$ cat config.mk
export PLATFORM = sky130hd
export DESIGN_NAME = hazard_scoreboard_unit_flat
export DESIGN_NICKNAME = d
export VERILOG_FILES = /design/src/rtl/hazard_scoreboard_unit_pkg.sv /design/src/rtl/hazard_scoreboard_unit_if.sv /design/src/rtl/hazard_scoreboard_unit_match.sv /design/src/rtl/hazard_scoreboard_unit.sv /design/src/flat_wrapper.sv
export SDC_FILE = /design/constraint.sdc
export NUM_CORES = 1
export LEC_CHECK = 0
export CAP_MARGIN = 20
export CORE_AREA = 2 2 51 53
export DETAILED_ROUTE_END_ITERATION = 7
export DIE_AREA = 0 0 53 55
export GPL_ROUTABILITY_DRIVEN = 0
export PLACE_DENSITY = 0.75
export SLEW_MARGIN = 20
export SYNTH_ARGS = -nofsm -noshare
export SYNTH_HDL_FRONTEND = slang
export SYNTH_SLANG_ARGS = --single-unit
$ cat constraint.sdc
create_clock -name clock -period 2.35 [get_ports clock]
set_input_delay 0.47 -clock clock [delete_from_list [all_inputs] [get_ports clock]]
set_output_delay 0.47 -clock clock [all_outputs]
set_load 0.01 [all_outputs]
$ cat src/rtl/hazard_scoreboard_unit_pkg.sv
// Shared constants and types for the ID-stage hazard scoreboard: bypass
// select encodings, shadow-stage field widths and the per-source match result.
package hazard_scoreboard_unit_pkg;

   localparam int unsigned BYP_W       = 2;
   localparam int unsigned STG_VALID_W = 1;
   localparam int unsigned STG_WR_W    = 1;
   localparam int unsigned STG_LD_W    = 1;

   localparam logic [BYP_W-1:0] BYP_RF    = 2'b00;
   localparam logic [BYP_W-1:0] BYP_EXMEM = 2'b10;
   localparam logic [BYP_W-1:0] BYP_MEMWB = 2'b01;

   typedef struct packed {
      logic hit_ex;
      logic hit_ex_ld;
      logic hit_mem;
   } match_t;

   // Youngest producer wins; with forwarding disabled the regfile is always used.
   function automatic logic [BYP_W-1:0] byp_sel(input match_t m, input bit en);
      byp_sel = BYP_RF;
      if (en) begin
         if (m.hit_ex) begin
            byp_sel = BYP_EXMEM;
         end else if (m.hit_mem) begin
            byp_sel = BYP_MEMWB;
         end
      end
   endfunction

endpackage

$ cat src/rtl/hazard_scoreboard_unit_if.sv
// ID-stage decode info in, pipeline control and EX bypass selects out.
interface hazard_scoreboard_unit_if
   import hazard_scoreboard_unit_pkg::*;
#(
   parameter int unsigned REG_W = 5
) ();

   logic             id_valid;
   logic [REG_W-1:0] id_rs;
   logic [REG_W-1:0] id_rt;
   logic             id_use_rs;
   logic             id_use_rt;
   logic [REG_W-1:0] id_rd;
   logic             id_regwrite;
   logic             id_memread;
   logic             ex_branch_taken;
   logic             mem_wait;
   logic             stall;
   logic             flush;
   logic [BYP_W-1:0] bypassA;
   logic [BYP_W-1:0] bypassB;

   modport master (
      output id_valid, id_rs, id_rt, id_use_rs, id_use_rt, id_rd,
             id_regwrite, id_memread, ex_branch_taken, mem_wait,
      input  stall, flush, bypassA, bypassB
   );

   modport slave (
      input  id_valid, id_rs, id_rt, id_use_rs, id_use_rt, id_rd,
             id_regwrite, id_memread, ex_branch_taken, mem_wait,
      output stall, flush, bypassA, bypassB
   );

endinterface

$ cat src/rtl/hazard_scoreboard_unit_match.sv
// Compares one ID source register against the EX and MEM shadow stages.
// Register 0 never matches since writes to it are discarded.
module hazard_match
   import hazard_scoreboard_unit_pkg::*;
#(
   parameter int unsigned REG_W = 5
) (
   input  logic                   use_src,
   input  logic [REG_W-1:0]       src,
   input  logic [STG_VALID_W-1:0] ex_valid,
   input  logic [STG_WR_W-1:0]    ex_wr,
   input  logic [REG_W-1:0]       ex_dest,
   input  logic [STG_LD_W-1:0]    ex_ld,
   input  logic [STG_VALID_W-1:0] mem_valid,
   input  logic [STG_WR_W-1:0]    mem_wr,
   input  logic [REG_W-1:0]       mem_dest,
   output match_t                 hit
);

   logic src_live;

   always_comb begin
      hit           = '0;
      src_live      = use_src && (src != '0);
      hit.hit_ex    = src_live && (ex_valid != '0) && (ex_wr != '0) && (ex_dest == src);
      hit.hit_ex_ld = hit.hit_ex && (ex_ld != '0);
      hit.hit_mem   = src_live && (mem_valid != '0) && (mem_wr != '0) && (mem_dest == src);
   end

endmodule

$ cat src/rtl/hazard_scoreboard_unit.sv
// ID-stage hazard unit: shadows EX/MEM/WB destinations, raises stall/flush
// combinationally and registers the EX operand bypass selects.
module hazard_scoreboard_unit
   import hazard_scoreboard_unit_pkg::*;
#(
   parameter int unsigned REG_W     = 5,
   parameter bit          BYPASS_EN = 1'b1
) (
   input  logic                     clock,
   input  logic                     reset,
   hazard_scoreboard_unit_if.slave  bus
);

   typedef struct packed {
      logic [STG_VALID_W-1:0] valid;
      logic [STG_WR_W-1:0]    wr;
      logic [REG_W-1:0]       dest;
      logic [STG_LD_W-1:0]    ld;
   } stage_t;

   stage_t           s_ex;
   stage_t           s_mem;
   stage_t           s_wb;
   stage_t           id_stage;
   match_t           hit_a;
   match_t           hit_b;
   logic             hazard_c;
   logic [BYP_W-1:0] sel_a_c;
   logic [BYP_W-1:0] sel_b_c;

   hazard_match #(.REG_W(REG_W)) u_match_rs (
      .use_src   (bus.id_use_rs),
      .src       (bus.id_rs),
      .ex_valid  (s_ex.valid),
      .ex_wr     (s_ex.wr),
      .ex_dest   (s_ex.dest),
      .ex_ld     (s_ex.ld),
      .mem_valid (s_mem.valid),
      .mem_wr    (s_mem.wr),
      .mem_dest  (s_mem.dest),
      .hit       (hit_a)
   );

   hazard_match #(.REG_W(REG_W)) u_match_rt (
      .use_src   (bus.id_use_rt),
      .src       (bus.id_rt),
      .ex_valid  (s_ex.valid),
      .ex_wr     (s_ex.wr),
      .ex_dest   (s_ex.dest),
      .ex_ld     (s_ex.ld),
      .mem_valid (s_mem.valid),
      .mem_wr    (s_mem.wr),
      .mem_dest  (s_mem.dest),
      .hit       (hit_b)
   );

   // Invalid ID slots enter EX as an all-zero bubble so stale fields never linger.
   always_comb begin
      id_stage = '0;
      hazard_c = 1'b0;
      if (bus.id_valid) begin
         id_stage.valid = 1'b1;
         id_stage.wr    = bus.id_regwrite;
         id_stage.dest  = bus.id_rd;
         id_stage.ld    = bus.id_memread;
      end
      hazard_c = bus.id_valid &&
                 (hit_a.hit_ex_ld || hit_b.hit_ex_ld ||
                  (!BYPASS_EN && (hit_a.hit_ex || hit_a.hit_mem ||
                                  hit_b.hit_ex || hit_b.hit_mem)));
      sel_a_c  = byp_sel(hit_a, BYPASS_EN);
      sel_b_c  = byp_sel(hit_b, BYPASS_EN);
   end

   // A taken branch kills the ID instruction, so its data hazard is moot.
   assign bus.stall = !reset && (bus.mem_wait || (!bus.ex_branch_taken && hazard_c));
   assign bus.flush = !reset && bus.ex_branch_taken && !bus.mem_wait;

   always_ff @(posedge clock) begin
      if (reset) begin
         s_ex        <= '0;
         s_mem       <= '0;
         s_wb        <= '0;
         bus.bypassA <= BYP_RF;
         bus.bypassB <= BYP_RF;
      end else if (!bus.mem_wait) begin
         s_wb  <= s_mem;
         s_mem <= s_ex;
         if (bus.flush || bus.stall) begin
            s_ex        <= '0;
            bus.bypassA <= BYP_RF;
            bus.bypassB <= BYP_RF;
         end else begin
            s_ex        <= id_stage;
            bus.bypassA <= sel_a_c;
            bus.bypassB <= sel_b_c;
         end
      end
   end

   // WB needs no bypass (write-first regfile); keep its bubbles canonical.
   a_wb_bubble_clean: assert property (
      @(posedge clock) disable iff (reset)
      (s_wb.valid == '0) |-> (s_wb == '0)
   );

endmodule

$ cat src/flat_wrapper.sv
// flat-port wrapper written by rule: the top's interface ports become plain ports
module hazard_scoreboard_unit_flat import hazard_scoreboard_unit_pkg::*;
#(
   parameter int unsigned REG_W     = 5,
   parameter bit          BYPASS_EN = 1'b1
)
  (clock, reset, bus_id_valid, bus_id_rs, bus_id_rt, bus_id_use_rs, bus_id_use_rt, bus_id_rd, bus_id_regwrite, bus_id_memread, bus_ex_branch_taken, bus_mem_wait, bus_stall, bus_flush, bus_bypassA, bus_bypassB);
  hazard_scoreboard_unit_if #(.REG_W(REG_W)) bus_i ();
  input  logic clock;
  input  logic reset;
  input wire logic [$bits(bus_i.id_valid)-1:0] bus_id_valid;
  input wire logic [$bits(bus_i.id_rs)-1:0] bus_id_rs;
  input wire logic [$bits(bus_i.id_rt)-1:0] bus_id_rt;
  input wire logic [$bits(bus_i.id_use_rs)-1:0] bus_id_use_rs;
  input wire logic [$bits(bus_i.id_use_rt)-1:0] bus_id_use_rt;
  input wire logic [$bits(bus_i.id_rd)-1:0] bus_id_rd;
  input wire logic [$bits(bus_i.id_regwrite)-1:0] bus_id_regwrite;
  input wire logic [$bits(bus_i.id_memread)-1:0] bus_id_memread;
  input wire logic [$bits(bus_i.ex_branch_taken)-1:0] bus_ex_branch_taken;
  input wire logic [$bits(bus_i.mem_wait)-1:0] bus_mem_wait;
  output wire logic [$bits(bus_i.stall)-1:0] bus_stall;
  output wire logic [$bits(bus_i.flush)-1:0] bus_flush;
  output wire logic [$bits(bus_i.bypassA)-1:0] bus_bypassA;
  output wire logic [$bits(bus_i.bypassB)-1:0] bus_bypassB;
  assign bus_i.id_valid = bus_id_valid;
  assign bus_i.id_rs = bus_id_rs;
  assign bus_i.id_rt = bus_id_rt;
  assign bus_i.id_use_rs = bus_id_use_rs;
  assign bus_i.id_use_rt = bus_id_use_rt;
  assign bus_i.id_rd = bus_id_rd;
  assign bus_i.id_regwrite = bus_id_regwrite;
  assign bus_i.id_memread = bus_id_memread;
  assign bus_i.ex_branch_taken = bus_ex_branch_taken;
  assign bus_i.mem_wait = bus_mem_wait;
  assign bus_stall = bus_i.stall;
  assign bus_flush = bus_i.flush;
  assign bus_bypassA = bus_i.bypassA;
  assign bus_bypassB = bus_i.bypassB;
  hazard_scoreboard_unit #(.REG_W(REG_W), .BYPASS_EN(BYPASS_EN)) u_core (.clock(clock), .reset(reset), .bus(bus_i));
endmodule
=== Word level (Yosys, flattened, before mapping) ===
Cells that the tools add are included.

* Register bits after elaboration: 19
* Output and inout port bits: 6

* Equality and inequality tests: 4
* Mux-type cells: 8
* Reduce and logical (&&, ||, !) cells: 29

{| class="wikitable"
|+ Operators by type and width
! operator !! count
|-
| $logic_and 1x1->1 || 21
|-
| $eq 5x5->1 || 4
|-
| $mux 8 || 2
|-
| $reduce_bool 5->1 || 2
|-
| $mux 2 || 4
|-
| $logic_not 1->1 || 3
|-
| $logic_or 1x1->1 || 3
|-
| $mux 1 || 2
|}

=== Depth between registers and ports, before layout ===
* Depth in word-level cells: 13
* Depth in mapped cells: 5
* Mapped depth without buffers: 5

=== By module ===
From an unflattened synthesis, not the netlist that was laid out.

* Cells, all modules: 109
* Area total of the unflattened synthesis: 1,033.5 um^2

{| class="wikitable"
|+ By module, submodules not included
! module !! instances !! cells an instance !! area each (um^2) !! seq. area each (um^2)
|-
| hazard_scoreboard_unit || 1 || 67 || 720.7 || 380.4
|-
| hazard_match || 2 || 21 || 156.4 || 0.0
|}

=== Worst setup path after synthesis ===
OpenSTA, ideal clock, no wires.

* Path kind: input-to-output
* Start point: input bus_id_rs[1]
* End point: output bus_stall
* Arrival: 1.665 ns
* Required time: 1.880 ns
* Slack: 0.215 ns
* Stages on the path: 5
* Cell sequence: or4_1 -> o21ai_1 -> nor3_1 -> o211a_1 -> o21ba_1

* Longest elaborated chain between the ends: 11

{| class="wikitable"
|+ Ends and longest elaborated chain
! element !! line !! RTL
|-
| start: declaration || flat_wrapper.sv:12 || <nowiki>input wire logic [$bits(bus_i.id_rs)-1:0] bus_id_rs;</nowiki>
|-
| $reduce_bool 5->1 || hazard_scoreboard_unit_match.sv:24 || <nowiki>src_live = use_src && (src != '0);</nowiki>
|-
| $logic_and 1x1->1 || hazard_scoreboard_unit_match.sv:24 ||
|-
| $logic_and 1x1->1 (2 in series) || hazard_scoreboard_unit_match.sv:25 || <nowiki>hit.hit_ex = src_live && (ex_valid != '0) && (ex_wr != '0) && (ex_dest == src);</nowiki>
|-
| $logic_and 1x1->1 * || hazard_scoreboard_unit_match.sv:25 ||
|-
| $logic_and 1x1->1 * || hazard_scoreboard_unit_match.sv:26 || <nowiki>hit.hit_ex_ld = hit.hit_ex && (ex_ld != '0);</nowiki>
|-
| $logic_or 1x1->1 * || hazard_scoreboard_unit.sv:68 || <nowiki>(hit_a.hit_ex_ld || hit_b.hit_ex_ld ||</nowiki>
|-
| $logic_and 1x1->1 * || hazard_scoreboard_unit.sv:67 || <nowiki>hazard_c = bus.id_valid &&</nowiki>
|-
| $logic_and 1x1->1 * || hazard_scoreboard_unit.sv:76 || <nowiki>assign bus.stall = !reset && (bus.mem_wait || (!bus.ex_branch_taken && hazard_c));</nowiki>
|-
| $logic_or 1x1->1 * || hazard_scoreboard_unit.sv:76 ||
|-
| $logic_and 1x1->1 * || hazard_scoreboard_unit.sv:76 ||
|-
| end: declaration || flat_wrapper.sv:21 || <nowiki>output wire logic [$bits(bus_i.stall)-1:0] bus_stall;</nowiki>
|}

Mark *: on every way between the ends. The rest lies on a longest branch, timed or not.

=== Final worst setup path ===
* Start point: input bus_id_rs[4]
* End point: output bus_stall

Same word-level chain as after synthesis.

==> impl_metrics.env <==
export IMPL_status="finished, violations left"
export IMPL_violations="setup timing"
export IMPL_yosysSeqAreaShare_pct=37.1
export IMPL_syn_area_mm2=0.00103
export IMPL_crit_family="simple AND/OR/NAND/NOR gates"
export IMPL_clk_pin_slew_ns=0.12
export IMPL_numCtsBuffers=3
export IMPL_netlist_instances=109
export IMPL_viasPerCell=5.46
export IMPL_io_buffers=29
export IMPL_start_util_pct=43.4
export IMPL_p_per_area_mw_per_mm2=418
export IMPL_drtAntennaViolNets=0
export IMPL_grt_pass1_wl_mm=4.77
export IMPL_slowest_delay_ns=0.55
export IMPL_synth_edf_count=0
export IMPL_fin_ws_ns=-0.0254
export IMPL_slowest_stage="or4_4"
export IMPL_skew_ns=0.00537
export IMPL_grt_pass1_vias=1056
export IMPL_synth_nets=133
export IMPL_hpwl_mm=2.15
export IMPL_place_ws_ns=-0.722
export IMPL_synthArstFlopShare_pct=0
export IMPL_synthFlopType="dfxtp_1"
export IMPL_hold_viol=0
export IMPL_cp_data_required_time_ns=1.88
export IMPL_layout_common_cells="buf_4 (21), clkdlybuf4s50_1 (18), dfxtp_1 (18)"
export IMPL_path_class="primary input to output pin"
export IMPL_clkLatencyLatePin_ns=0.30
export IMPL_drtIter0Drc=22
export IMPL_peakVddDrop_mv=0.385
export IMPL_route_detailed_wl_per_inst_um=15.0
export IMPL_core_area_mm2=0.00236
export IMPL_worst_pin_slew_ns=0.305
export IMPL_first_pass_iters=4
export IMPL_synthTopCellsByArea="dfxtp_1 (37%), xnor2_1 (14%), mux2i_1 (6.8%), a22o_1 (6.0%), xor2_1 (3.4%)"
export IMPL_antenna_found_initial=0
export IMPL_cts_root_buf="clkbuf_4"
export IMPL_hold_class="flip-flop to flip-flop"
export IMPL_fin_hold_ws_ns=0.468
export IMPL_clockBufferDepth=2
export IMPL_yosysTopAreaCell="dfxtp_1"
export IMPL_start_kind="primary input"
export IMPL_io_pins=30
export IMPL_p_leak_nw=0.638
export IMPL_ys_ff_latch=19
export IMPL_drive_gt1_share_pct=27.5
export IMPL_vias=1038
export IMPL_rows=18
export IMPL_nets=185
export IMPL_cts_sinks=19
export IMPL_grt_ovfl_total=0
export IMPL_synthToLayoutAreaGrowth_pct=50.5
export IMPL_drt_total_wl_mm=2.85
export IMPL_cts_tree="done"
export IMPL_antenna_cells=0
export IMPL_grt_usage_pct=22.7
export IMPL_yosys_area_top_type_share_pct=37.1
export IMPL_die_w_um=53
export IMPL_cap_violations=0
export IMPL_path_buf_inv=2
export IMPL_setup_viol_count_final=1
export IMPL_crit_fanout=2
export IMPL_final_util_pct=65.3
export IMPL_max_freq_ghz=0.421
export IMPL_yosysWarnings=0
export IMPL_crit_arrival_ns=1.91
export IMPL_final_cells=190
export IMPL_rsz0062_at_grt="true"
export IMPL_layout_commonest_cell="buf_4"
export IMPL_placed_cells=184
export IMPL_grt_max_degree=12
export IMPL_cp_end_kind="output pin"
export IMPL_ctsHoldBuffers=0
export IMPL_htree_levels=1
export IMPL_synth_distinct_cells=31
export IMPL_drc=0
export IMPL_min_period_over_period_pct=101
export IMPL_path_cells="buf_6 > or4_4 > o21ai_4 > nor3_2 > o211a_1 > o21ba_1 > buf_2"
export IMPL_finalMaxSlewViolations=0
export IMPL_min_period_ns=2.38
export IMPL_avgSynthCellArea_um2=9.41
export IMPL_max_slew_margin_rel_pct=79.7
export IMPL_die_area_mm2=0.00292
export IMPL_die_height_um=55
-- Yosys cell counts, types with 3 or more instances --
| master | n |
|---|---|
| dfxtp_1 | 19 |
| xnor2_1 | 16 |
| nand2_1 | 8 |
| nor2_1 | 8 |
| a22o_1 | 7 |
| mux2i_1 | 7 |
| nand3_1 | 4 |
| or4_1 | 4 |
| xor2_1 | 4 |
| nand4_1 | 3 |
| nor4_1 | 3 |
-- per-stage QoR --
| step | TNS (ns) | instance area [µm²] | power (mW) |
|---|---|---|---|
| after CTS | -0.00168 | 1510 | 0.643 |
| after detailed placement | -1.03 | 1470 | 0.475 |
| after global placement | -0.807 | 1470 | 0.472 |
| final | -0.0254 | 1540 | 0.645 |
| after global routing | -0.0467 | 1540 | 0.674 |
| after floorplan | 0 | 1030 | 0.392 |
-- state kept, by name, summed over array words and instances, names as in the netlist --
register,cells
u_core.bus.bypassB,2
u_core.bus.bypassA,2
u_core.s_mem,7
u_core.s_ex,8
-- power by group --
group / total [mW] / switching, mW / internal (mW)
Sequential: 0.335 / 0.00790 / 0.327
Combinational: 0.141 / 0.0577 / 0.0832
Clock: 0.169 / 0.106 / 0.0634
Total: 0.645 / 0.171 / 0.474
-- path summary, 6_finish.rpt --
path / startpoint / end / slack (ns) / depth (start not counted)
setup reg to reg: u_core.s_ex[4] / u_core.bus.bypassB[1] / 0.48 / 5
setup / recovery: bus_id_rs[4] / bus_stall / -0.03 / 7
hold reg to reg: u_core.bus.bypassB[0] / u_core.bus.bypassB[0] / 0.47 / 2
hold / removal: u_core.bus.bypassB[0] / u_core.bus.bypassB[0] / 0.47 / 2
-- cells by family (layout without fill, tap and decap cells) --
logic type | count (synthesis) | count (layout) | synth area share (%)
AOI/OAI and AO/OA | 22 | 22 | 17.3
xor gates and xnor gates | 20 | 20 | 17.1
buffers and inverters | 3 | 54 | 2.32
DFF | 19 | 19 | 37.1
muxes | 7 | 7 | 6.83
and+or+nand+nor | 38 | 38 | 19.4
-- per-layer routing --
metal / up-vias / global-route usage, % / part of all wire [%]
met5: - / 0 / 0
met4: 0 / 7.69 / 1.5
met3: 6 / 4.03 / 4.0
met2: 29 / 43.1 / 53
met1: 496 / 25.5 / 41
li1: 507 / - / -
-- worst register-to-register path: cells and delay by family (launching register included) --
family | cells | cell delay [ns]
and+or+nand+nor | 3 | 1.00
xor gates and xnor gates | 1 | 0.27
DFF | 1 | 0.39
AOI/OAI and AO/OA | 1 | 0.16
-- final cells by class --
class	instances	area, µm²
Tap cell	30	37.5
Clock inverter	1	5.00
Fill cell	206	821
Multi-Input combinational cell	87	674
Clock buffer	3	22.5
Sequential cell	19	382
Timing Repair Buffer	50	423
-- timing repair --
item	4_1_cts	5_1_grt
setup endpoints to repair	1	1
pin swaps	9	7
buffers inserted	2	0
cloned	0	0
resized for setup	40	8
No activity file was read; power rests on OpenSTA's default activity.
